$ cat config.mk
export PLATFORM = sky130hd
export DESIGN_NAME = input64
export DESIGN_NICKNAME = d
export VERILOG_FILES = /design/src/rtl/input64_pkg.sv /design/src/rtl/input64_uart_rx.sv /design/src/rtl/input64.sv
export SDC_FILE = /design/constraint.sdc
export NUM_CORES = 1
export LEC_CHECK = 0
export BUFFER_PORTS_ARGS = -buffer_cell sky130_fd_sc_hd__buf_2
export CORE_ASPECT_RATIO = 2
export CORE_MARGIN = 2
export CORE_UTILIZATION = 46
export CTS_CLUSTER_SIZE = 16
export DETAILED_ROUTE_END_ITERATION = 8
export HOLD_SLACK_MARGIN = 0.15
export PLACE_DENSITY = 0.62
export SYNTH_ARGS = -nofsm -noshare
export SYNTH_HDL_FRONTEND = slang
export SYNTH_SLANG_ARGS = --single-unit
$ cat constraint.sdc
create_clock -name clk -period 9.55 [get_ports clk]
set_input_delay 1.91 -clock clk [delete_from_list [all_inputs] [get_ports clk]]
set_output_delay 1.91 -clock clk [all_outputs]
set_load 0.1 [all_outputs]
$ cat src/rtl/input64_pkg.sv
// input64_pkg
//   Shared definitions for the 72-bit codeword path (input64 and output64).
//   Holds the codeword FSM state encoding and the codeword geometry.
package input64_pkg;

  typedef enum logic [1:0] {
    IDLE    = 2'b00,
    COLLECT = 2'b01,
    HOLD    = 2'b10
  } cw_state_t;

  localparam int CW_BYTES = 9;
  localparam int CW_WIDTH = 72;

endpackage

$ cat src/rtl/input64_uart_rx.sv
// uart_rx
//   8N1 serial receiver. The line is synchronised, each bit is sampled near
//   its centre, and a completed frame produces a one-cycle strobe.
// Ports:
//   clk       system clock, rising edge
//   resetn    asynchronous, active-low reset
//   uart_rxd  serial line, idle high
//   rx_data   last received byte, valid with rx_valid
//   rx_valid  one-cycle strobe per good frame
//   rx_break  one-cycle strobe when a stop bit is sampled low (break/framing)
module uart_rx #(
  parameter int CLK_HZ   = 50000000,
  parameter int BIT_RATE = 9600
) (
  input  logic       clk,
  input  logic       resetn,
  input  logic       uart_rxd,
  output logic [7:0] rx_data,
  output logic       rx_valid,
  output logic       rx_break
);

  localparam int CYCLES_PER_BIT = CLK_HZ / BIT_RATE;
  localparam int HALF_BIT       = CYCLES_PER_BIT / 2;
  localparam int CNT_W          = $clog2(CYCLES_PER_BIT + 1);
  localparam logic [CNT_W-1:0] BIT_LAST  = CNT_W'(CYCLES_PER_BIT - 1);
  localparam logic [CNT_W-1:0] HALF_LAST = CNT_W'(HALF_BIT - 1);

  typedef enum logic [2:0] {
    RX_IDLE,
    RX_START,
    RX_DATA,
    RX_STOP,
    RX_WAIT_HIGH
  } rx_state_t;

  rx_state_t        state, state_nx;
  logic [CNT_W-1:0] cnt, cnt_nx;
  logic [2:0]       bit_idx, bit_idx_nx;
  logic [7:0]       shift, shift_nx;
  logic [7:0]       data_nx;
  logic             valid_nx, break_nx;
  logic             rxd_meta, rxd_sync;

  // Two-flop synchroniser; resets to the idle (high) level so no false start.
  always_ff @(posedge clk or negedge resetn) begin
    if (!resetn) begin
      rxd_meta <= 1'b1;
      rxd_sync <= 1'b1;
    end else begin
      rxd_meta <= uart_rxd;
      rxd_sync <= rxd_meta;
    end
  end

  always_ff @(posedge clk or negedge resetn) begin
    if (!resetn) begin
      state    <= RX_IDLE;
      cnt      <= '0;
      bit_idx  <= '0;
      shift    <= '0;
      rx_data  <= '0;
      rx_valid <= 1'b0;
      rx_break <= 1'b0;
    end else begin
      state    <= state_nx;
      cnt      <= cnt_nx;
      bit_idx  <= bit_idx_nx;
      shift    <= shift_nx;
      rx_data  <= data_nx;
      rx_valid <= valid_nx;
      rx_break <= break_nx;
    end
  end

  // The start bit is re-checked half a bit after the falling edge, which
  // rejects glitches and aligns every later sample to a bit centre.
  always_comb begin
    state_nx   = state;
    cnt_nx     = cnt;
    bit_idx_nx = bit_idx;
    shift_nx   = shift;
    data_nx    = rx_data;
    valid_nx   = 1'b0;
    break_nx   = 1'b0;
    case (state)
      RX_IDLE: begin
        if (!rxd_sync) begin
          state_nx = RX_START;
          cnt_nx   = '0;
        end
      end
      RX_START: begin
        if (cnt == HALF_LAST) begin
          cnt_nx = '0;
          if (!rxd_sync) begin
            state_nx   = RX_DATA;
            bit_idx_nx = '0;
          end else begin
            state_nx = RX_IDLE;
          end
        end else begin
          cnt_nx = cnt + CNT_W'(1);
        end
      end
      RX_DATA: begin
        if (cnt == BIT_LAST) begin
          cnt_nx   = '0;
          shift_nx = {rxd_sync, shift[7:1]};
          if (bit_idx == 3'd7) begin
            state_nx = RX_STOP;
          end else begin
            bit_idx_nx = bit_idx + 3'd1;
          end
        end else begin
          cnt_nx = cnt + CNT_W'(1);
        end
      end
      RX_STOP: begin
        if (cnt == BIT_LAST) begin
          cnt_nx = '0;
          if (rxd_sync) begin
            valid_nx = 1'b1;
            data_nx  = shift;
            state_nx = RX_IDLE;
          end else begin
            break_nx = 1'b1;
            state_nx = RX_WAIT_HIGH;
          end
        end else begin
          cnt_nx = cnt + CNT_W'(1);
        end
      end
      RX_WAIT_HIGH: begin
        // A held-low line must return high before a new start is believed.
        if (rxd_sync) begin
          state_nx = RX_IDLE;
        end
      end
      default: begin
        state_nx = RX_IDLE;
      end
    endcase
  end

endmodule

$ cat src/rtl/input64.sv
// input64
//   Receives serial bytes and assembles nine of them into a 72-bit codeword
//   (64 data + 8 check bits), first byte in the least significant position.
//   The finished codeword is held with cw_valid until the consumer takes it.
// Ports:
//   clk          system clock, rising edge
//   reset        asynchronous, active-high reset
//   uart_rxd     serial receive line, idle high
//   codeWord     assembled codeword, stable while cw_valid
//   cw_valid     codeWord complete and not yet accepted
//   cw_ready     consumer accepts codeWord when high with cw_valid
//   timeout_err  pulse: partial codeword abandoned after inter-byte timeout
//   frame_err    pulse: receiver saw a break/framing error
//   overrun_err  pulse: byte dropped because a codeword was still held
module input64
  import input64_pkg::*;
#(
  parameter int CLK_HZ         = 50000000,
  parameter int BIT_RATE       = 9600,
  parameter int TIMEOUT_CYCLES = 100000
) (
  input  logic                clk,
  input  logic                reset,
  input  logic                uart_rxd,
  output logic [CW_WIDTH-1:0] codeWord,
  output logic                cw_valid,
  input  logic                cw_ready,
  output logic                timeout_err,
  output logic                frame_err,
  output logic                overrun_err
);

  localparam logic [3:0]       LAST_BYTE = 4'(CW_BYTES - 1);
  localparam int               TMO_W     = $clog2(TIMEOUT_CYCLES + 1);
  localparam logic [TMO_W-1:0] TMO_LAST  = TMO_W'(TIMEOUT_CYCLES - 1);
  localparam logic [TMO_W-1:0] TMO_MAX   = TMO_W'(TIMEOUT_CYCLES);

  logic [7:0] rx_data;
  logic       rx_valid;
  logic       rx_break;

  cw_state_t  state, state_nx;
  logic [3:0] byte_cnt, byte_cnt_nx;
  logic [TMO_W-1:0] tmo_cnt, tmo_cnt_nx;
  logic [CW_WIDTH-9:0] shadow;
  logic       store_byte;
  logic [2:0] store_slot;
  logic       load_word;
  logic       timeout_nx, frame_nx, overrun_nx;

  uart_rx #(
    .CLK_HZ  (CLK_HZ),
    .BIT_RATE(BIT_RATE)
  ) u_uart_rx (
    .clk     (clk),
    .resetn  (!reset),
    .uart_rxd(uart_rxd),
    .rx_data (rx_data),
    .rx_valid(rx_valid),
    .rx_break(rx_break)
  );

  assign cw_valid = (state == HOLD);

  // Bytes 0..7 collect in the shadow register; the ninth byte is merged
  // straight into codeWord so the visible word only changes on entry to HOLD.
  always_ff @(posedge clk or posedge reset) begin
    if (reset) begin
      state       <= IDLE;
      byte_cnt    <= '0;
      tmo_cnt     <= '0;
      shadow      <= '0;
      codeWord    <= '0;
      timeout_err <= 1'b0;
      frame_err   <= 1'b0;
      overrun_err <= 1'b0;
    end else begin
      state       <= state_nx;
      byte_cnt    <= byte_cnt_nx;
      tmo_cnt     <= tmo_cnt_nx;
      timeout_err <= timeout_nx;
      frame_err   <= frame_nx;
      overrun_err <= overrun_nx;
      if (store_byte) begin
        shadow[{store_slot, 3'b000} +: 8] <= rx_data;
      end
      if (load_word) begin
        codeWord <= {rx_data, shadow};
      end
    end
  end

  // A break always raises frame_err; within COLLECT it outranks both a byte
  // and the timeout. In HOLD an accept in the same cycle as a new byte lets
  // that byte start the next codeword instead of counting as an overrun.
  always_comb begin
    state_nx    = state;
    byte_cnt_nx = byte_cnt;
    tmo_cnt_nx  = '0;
    store_byte  = 1'b0;
    store_slot  = 3'd0;
    load_word   = 1'b0;
    timeout_nx  = 1'b0;
    frame_nx    = rx_break;
    overrun_nx  = 1'b0;
    case (state)
      IDLE: begin
        if (rx_valid) begin
          store_byte  = 1'b1;
          byte_cnt_nx = 4'd1;
          state_nx    = COLLECT;
        end
      end
      COLLECT: begin
        if (rx_break) begin
          state_nx    = IDLE;
          byte_cnt_nx = '0;
        end else if (rx_valid) begin
          if (byte_cnt == LAST_BYTE) begin
            load_word   = 1'b1;
            byte_cnt_nx = '0;
            state_nx    = HOLD;
          end else begin
            store_byte  = 1'b1;
            store_slot  = byte_cnt[2:0];
            byte_cnt_nx = byte_cnt + 4'd1;
          end
        end else if (tmo_cnt >= TMO_LAST) begin
          timeout_nx  = 1'b1;
          byte_cnt_nx = '0;
          state_nx    = IDLE;
        end else begin
          tmo_cnt_nx = (tmo_cnt == TMO_MAX) ? tmo_cnt : tmo_cnt + TMO_W'(1);
        end
      end
      HOLD: begin
        if (cw_ready) begin
          if (rx_valid) begin
            store_byte  = 1'b1;
            byte_cnt_nx = 4'd1;
            state_nx    = COLLECT;
          end else begin
            state_nx = IDLE;
          end
        end else if (rx_valid) begin
          overrun_nx = 1'b1;
        end
      end
      default: begin
        state_nx    = IDLE;
        byte_cnt_nx = '0;
      end
    endcase
  end

endmodule

; ---- Word level (Yosys, flattened, before mapping)
; Index checks and enable logic that the tools add are counted.
[totals]
memories = 0
romBits = 0
latchBits = 0
ram_bits = 0
in_bits = 4
reg_bits = 201
output_inout_bits = 76
wordCells = 126
[classes]
n_mux = 65
shift = 2
div_mod_pow = 0
n_mul = 0
n_eq_ne = 24
order_cmp = 1
bitwise = 0
n_addsub = 5
reduce_logical = 12
[ops]
columns = op, count
row1 = 2-to-1 mux 17 bit, 5
row2 = bitwise mux 64 bit, 1
row3 = variable shift 8 x 8 -> 64 bit (first input constant), 1
row4 = indexed part select 8 x 8 -> 64 bit, 1
row5 = 2-to-1 mux 3 bit, 15
row6 = 2-to-1 mux 13 bit, 3
row7 = one-hot mux 13 bit (3 select lines), 1
row8 = 2-to-1 mux 4 bit, 6
row9 = 2-to-1 mux 1 bit, 22
row10 = adder 17 x 1 -> 17 bit (second input constant), 1
row11 = equality test 17 bit (second input constant), 1
row12 = greater-or-equal comparator 17 bit (second input constant), 1
row13 = one-hot mux 3 bit (5 select lines), 1
row14 = 2-to-1 mux 2 bit, 7
row15 = != test 2 x 1 -> 1 bit (second input constant), 7
row16 = adder 13 x 1 -> 13 bit (second input constant), 1
row17 = equality test 13 x 12 -> 1 bit (second input constant), 1
row18 = equality test 13 bit (second input constant), 1
row19 = one-hot mux 4 bit (3 select lines), 1
row20 = negation 6 -> 8 bit, 1
row21 = equality test 3 x 2 -> 1 bit (second input constant), 2
row22 = equality test 3 bit (second input constant), 2
row23 = != test 2 bit (second input constant), 3
row24 = one-hot mux 2 bit (3 select lines), 1
row25 = 21 further kinds, 23

; ---- Depth between registers and ports, before layout
[logic_depth]
depth_word = 8
mapped_depth = 14
ltp_nobuf = 11

; ---- Modules after synthesis
; Synthesis repeated with hierarchy kept, for this count alone.
[hier_totals]
cells_unflattened = 662
hier_area_um2 = 8629.5
[modules_own_cells]
columns = mod, instances, area_each_um2, cells_per_inst, seq_area_each_um2
row1 = input64, 1, 6707.7, 496, 4053.9
row2 = uart_rx, 1, 1921.8, 166, 978.4

; ---- Worst setup path after synthesis
; OpenSTA, ideal clock, no wires.
[synth_timing]
path_kind = register to output
from = reg state[0]
to = out cw_valid
setup_slack_ns = 5.902
path_stages_with_launch = 2
arrival_ns = 1.738
path_cell_list = dfrtp_1 > nor2_1
[synth_via]
elab_chain_cells = 1
[synth_lines]
columns = item, line
row1 = from (decl), input64.sv:42  ; cw_state_t state, state_nx;
row2 = from (signal assigned), input64.sv:78  ; state <= state_nx;
row3 = equality test 2 bit, input64.sv:63  ; assign cw_valid = (state == HOLD);
row4 = to (decl), input64.sv:26  ; output logic cw_valid,
; Every way passes these cells.

; ---- Worst setup path in the final report
[layout_timing]
from = reg state[1]
to = out cw_valid
; Same word-level chain as after synthesis.

==> metrics.txt <==
ys async rst share 1.00; kind of critical path reg2out; CTS buffer count 19; Final Max Tran Viols 0; clk slew on worst S/H paths 0.06 ns; Finish-stage setup viols 0; final worst path period share 0.366; Starting Density 0.469; Via Count 5,037; Post-synth EDFFs 0; largest net degree at the start of global routing 132; Design Power 1.65 mW; Die ar. 0.0193 mm2; # Post-CTS Setup Buffers 0; Diodes inserted 0; Max-Cap Viols 0; Top Family by Delay on Critical Path buffers and inverters; worst skew pair latency 0.48 ns; cell row count 69; final net count 716; CTS sink count 201; pwr dens 172 mW/mm2; Port Buf Inserts 79; share of cells above drive strength 1 0.330; First-pass DRT Iterations 5; drt wl/cell 17.9 um; Flop pwr share 0.518; GR Overflow Total 0; register bit total from synthesis 201; CP Launch Type flop; TNS Setup 0 ns; Comb power frac 0.011; critical-path cell list inv_1 -> nor2_1 -> buf_2; initial antenna violation count 0; max_slew headroom 0.421; CP arrival 1.58 ns; Global Route Usage Sum 0.177; cts hold-fix bufs 0; DR vias/cell 5.44; RSZ-0062 raised after global routing no; Unique masters post-synth 50; hpwl dp 11.4 mm; gpl congestion 0.812; Die Wd 99.2 um; CP peak stage delay 0.45 ns; Slew @ Worst Pin 0.868 ns; Clock Path Buffers 3; Layout area overhead 14.6%; synthesized cell area 0.00834 mm2; syn nets 643; Clock power frac 0.471; Leakage Power 4.95 nW; max frequency 286 MHz; die height 194 um; CP Buf/Inv Count 2; CTS resizes 0; final hold vios 0; Synth Instances 629; ANT nets after route 0; H-tree levels 1; syn avg cell area 13.3 um2; CTS tree built; WP data required 7.64 ns; Sw Ratio 0.196; global-route wire length before repair 27.9 mm; outcome finished clean; VDD IR-drop max 0.145 mV; CP endpoint kind output port; crit path max fanout 4; initial drt markers 149; Setup Skew 0.00917 ns; DRC viols 0; Slowest-stage cell, CP buf_2; # IOs 80; net switching power 0.323 mW; Synth warnings 0; min Tclk post-route 3.49 ns; Core Area 0.0178 mm2; Total Routed Length 16.6 mm; Seq/Total Area, Yosys 0.603; Min-Delay Path Class reg2reg; Internal 1.32 mW; clock root buffer clkbuf_16; Top FF cell, synth dfrtp_1; number of global-route vias before repair 5,343
## cell usage after synthesis, types with 8 or more instances
master / count / area [um2]
a21oi_1: 15 / 75.1
a22o_1: 8 / 70.1
a31oi_1: 8 / 50.1
buf_1: 8 / 30.0
clkbuf_1: 20 / 75.1
dfrtp_1: 199 / 4980
ha_1: 10 / 125
inv_1: 13 / 48.8
mux2_1: 33 / 372
mux2_2: 105 / 1180
mux2_4: 8 / 120
nand2_1: 42 / 158
nand3_1: 16 / 80.1
nor2_1: 41 / 154
o21ai_0: 14 / 70.1
xnor2_1: 9 / 78.8
## flip-flops by register name, summed over array words and instances, names as in the netlist, 2 cells and up
| name | flops |
|---|---|
| u_uart_rx.rx_data | 8 |
| state | 2 |
| u_uart_rx.state | 3 |
| byte_cnt | 4 |
| codeWord | 72 |
| u_uart_rx.bit_idx | 3 |
| shadow | 64 |
| u_uart_rx.shift | 8 |
| tmo_cnt | 17 |
| u_uart_rx.cnt | 13 |
## cell type report
class	count	area (um2)
repair buffers	82	418
multi-input cells	385	3150
flip-flops and latches	201	5030
inverters	13	56.3
fillers	1509	8220
clock buffers	25	528
clock inverters	7	114
well taps	213	267
## worst paths after layout
kind	endpoint	depth (start not counted)	slack (ns)	startpoint
worst max-delay path	cw_valid	3	6.06	state[1]
worst min-delay path	u_uart_rx.rxd_sync	0	0.35	u_uart_rx.rxd_meta
worst max register to register	shadow[5]	9	6.25	byte_cnt[0]
worst min register to register	u_uart_rx.rxd_sync	0	0.35	u_uart_rx.rxd_meta
max in group asynchronous	codeWord[61]	3	6.51	reset
min in group asynchronous	u_uart_rx.cnt[9]	2	1.63	reset
## power groups by stage
stage	Clock (mW)	Combinational, mW	Sequential [mW]
2_1_floorplan	0	0.0133	0.868
3_3_place_gp	0	0.0182	0.869
3_5_place_dp	0	0.0190	0.869
4_1_cts	0.798	0.0189	0.853
5_1_grt	0.831	0.0214	0.852
6_report	0.776	0.0175	0.853
## logic make-up after synthesis
group / Yosys count / synth area share
compound gates: 63 / 0.0498
xor+xnor: 16 / 0.0168
fa+ha+maj: 10 / 0.0150
buf+inv: 43 / 0.0212
flops: 201 / 0.603
mux: 148 / 0.203
simple gates: 148 / 0.0906
## stage by stage
stage                     hold slack (ns)  instances  cell area [um2]  setup WS, ns   util
final                               0.355        926             9560          6.06  0.538
after detailed placement            0.347        894             8920          5.63  0.501
after CTS                           0.356        926             9560          6.03  0.538
after global placement              0.346        894             8920          5.74  0.501
after global routing                0.365        926             9560          5.98  0.538
after floorplan                     0.345        629             8340          2.16      -
## layer usage
metal	global-route usage	up-vias	wire length, um
li1	-	2371	-
met1	0.211	2551	6480
met2	0.327	92	9210
met3	0.0237	23	561
met4	0.0497	0	344
met5	0	-	0
## cells in the final DEF (no fill, tap or decap), types with 8 or more instances in the layout
master / count
dfrtp_1: 199
mux2_2: 105
buf_2: 79
nand2_1: 42
nor2_1: 40
mux2_1: 33
clkbuf_16: 19
nand3_1: 16
a21oi_1: 15
o21ai_0: 14
inv_1: 12
ha_1: 10
xnor2_1: 9
a31oi_1: 8
a22o_1: 8
mux2_4: 8
## worst register-to-register path, delay by kind of cell, from the launching register on
| kind | cells | cell delay, ns |
|---|---|---|
| flip-flops | 1 | 0.56 |
| multiplexers | 1 | 0.39 |
| buffers and inverters | 1 | 0.08 |
| adder cells (fa/ha/maj) | 3 | 0.82 |
| AND/OR/NAND/NOR | 4 | 1.33 |
Power figures use the tool's default switching activity.
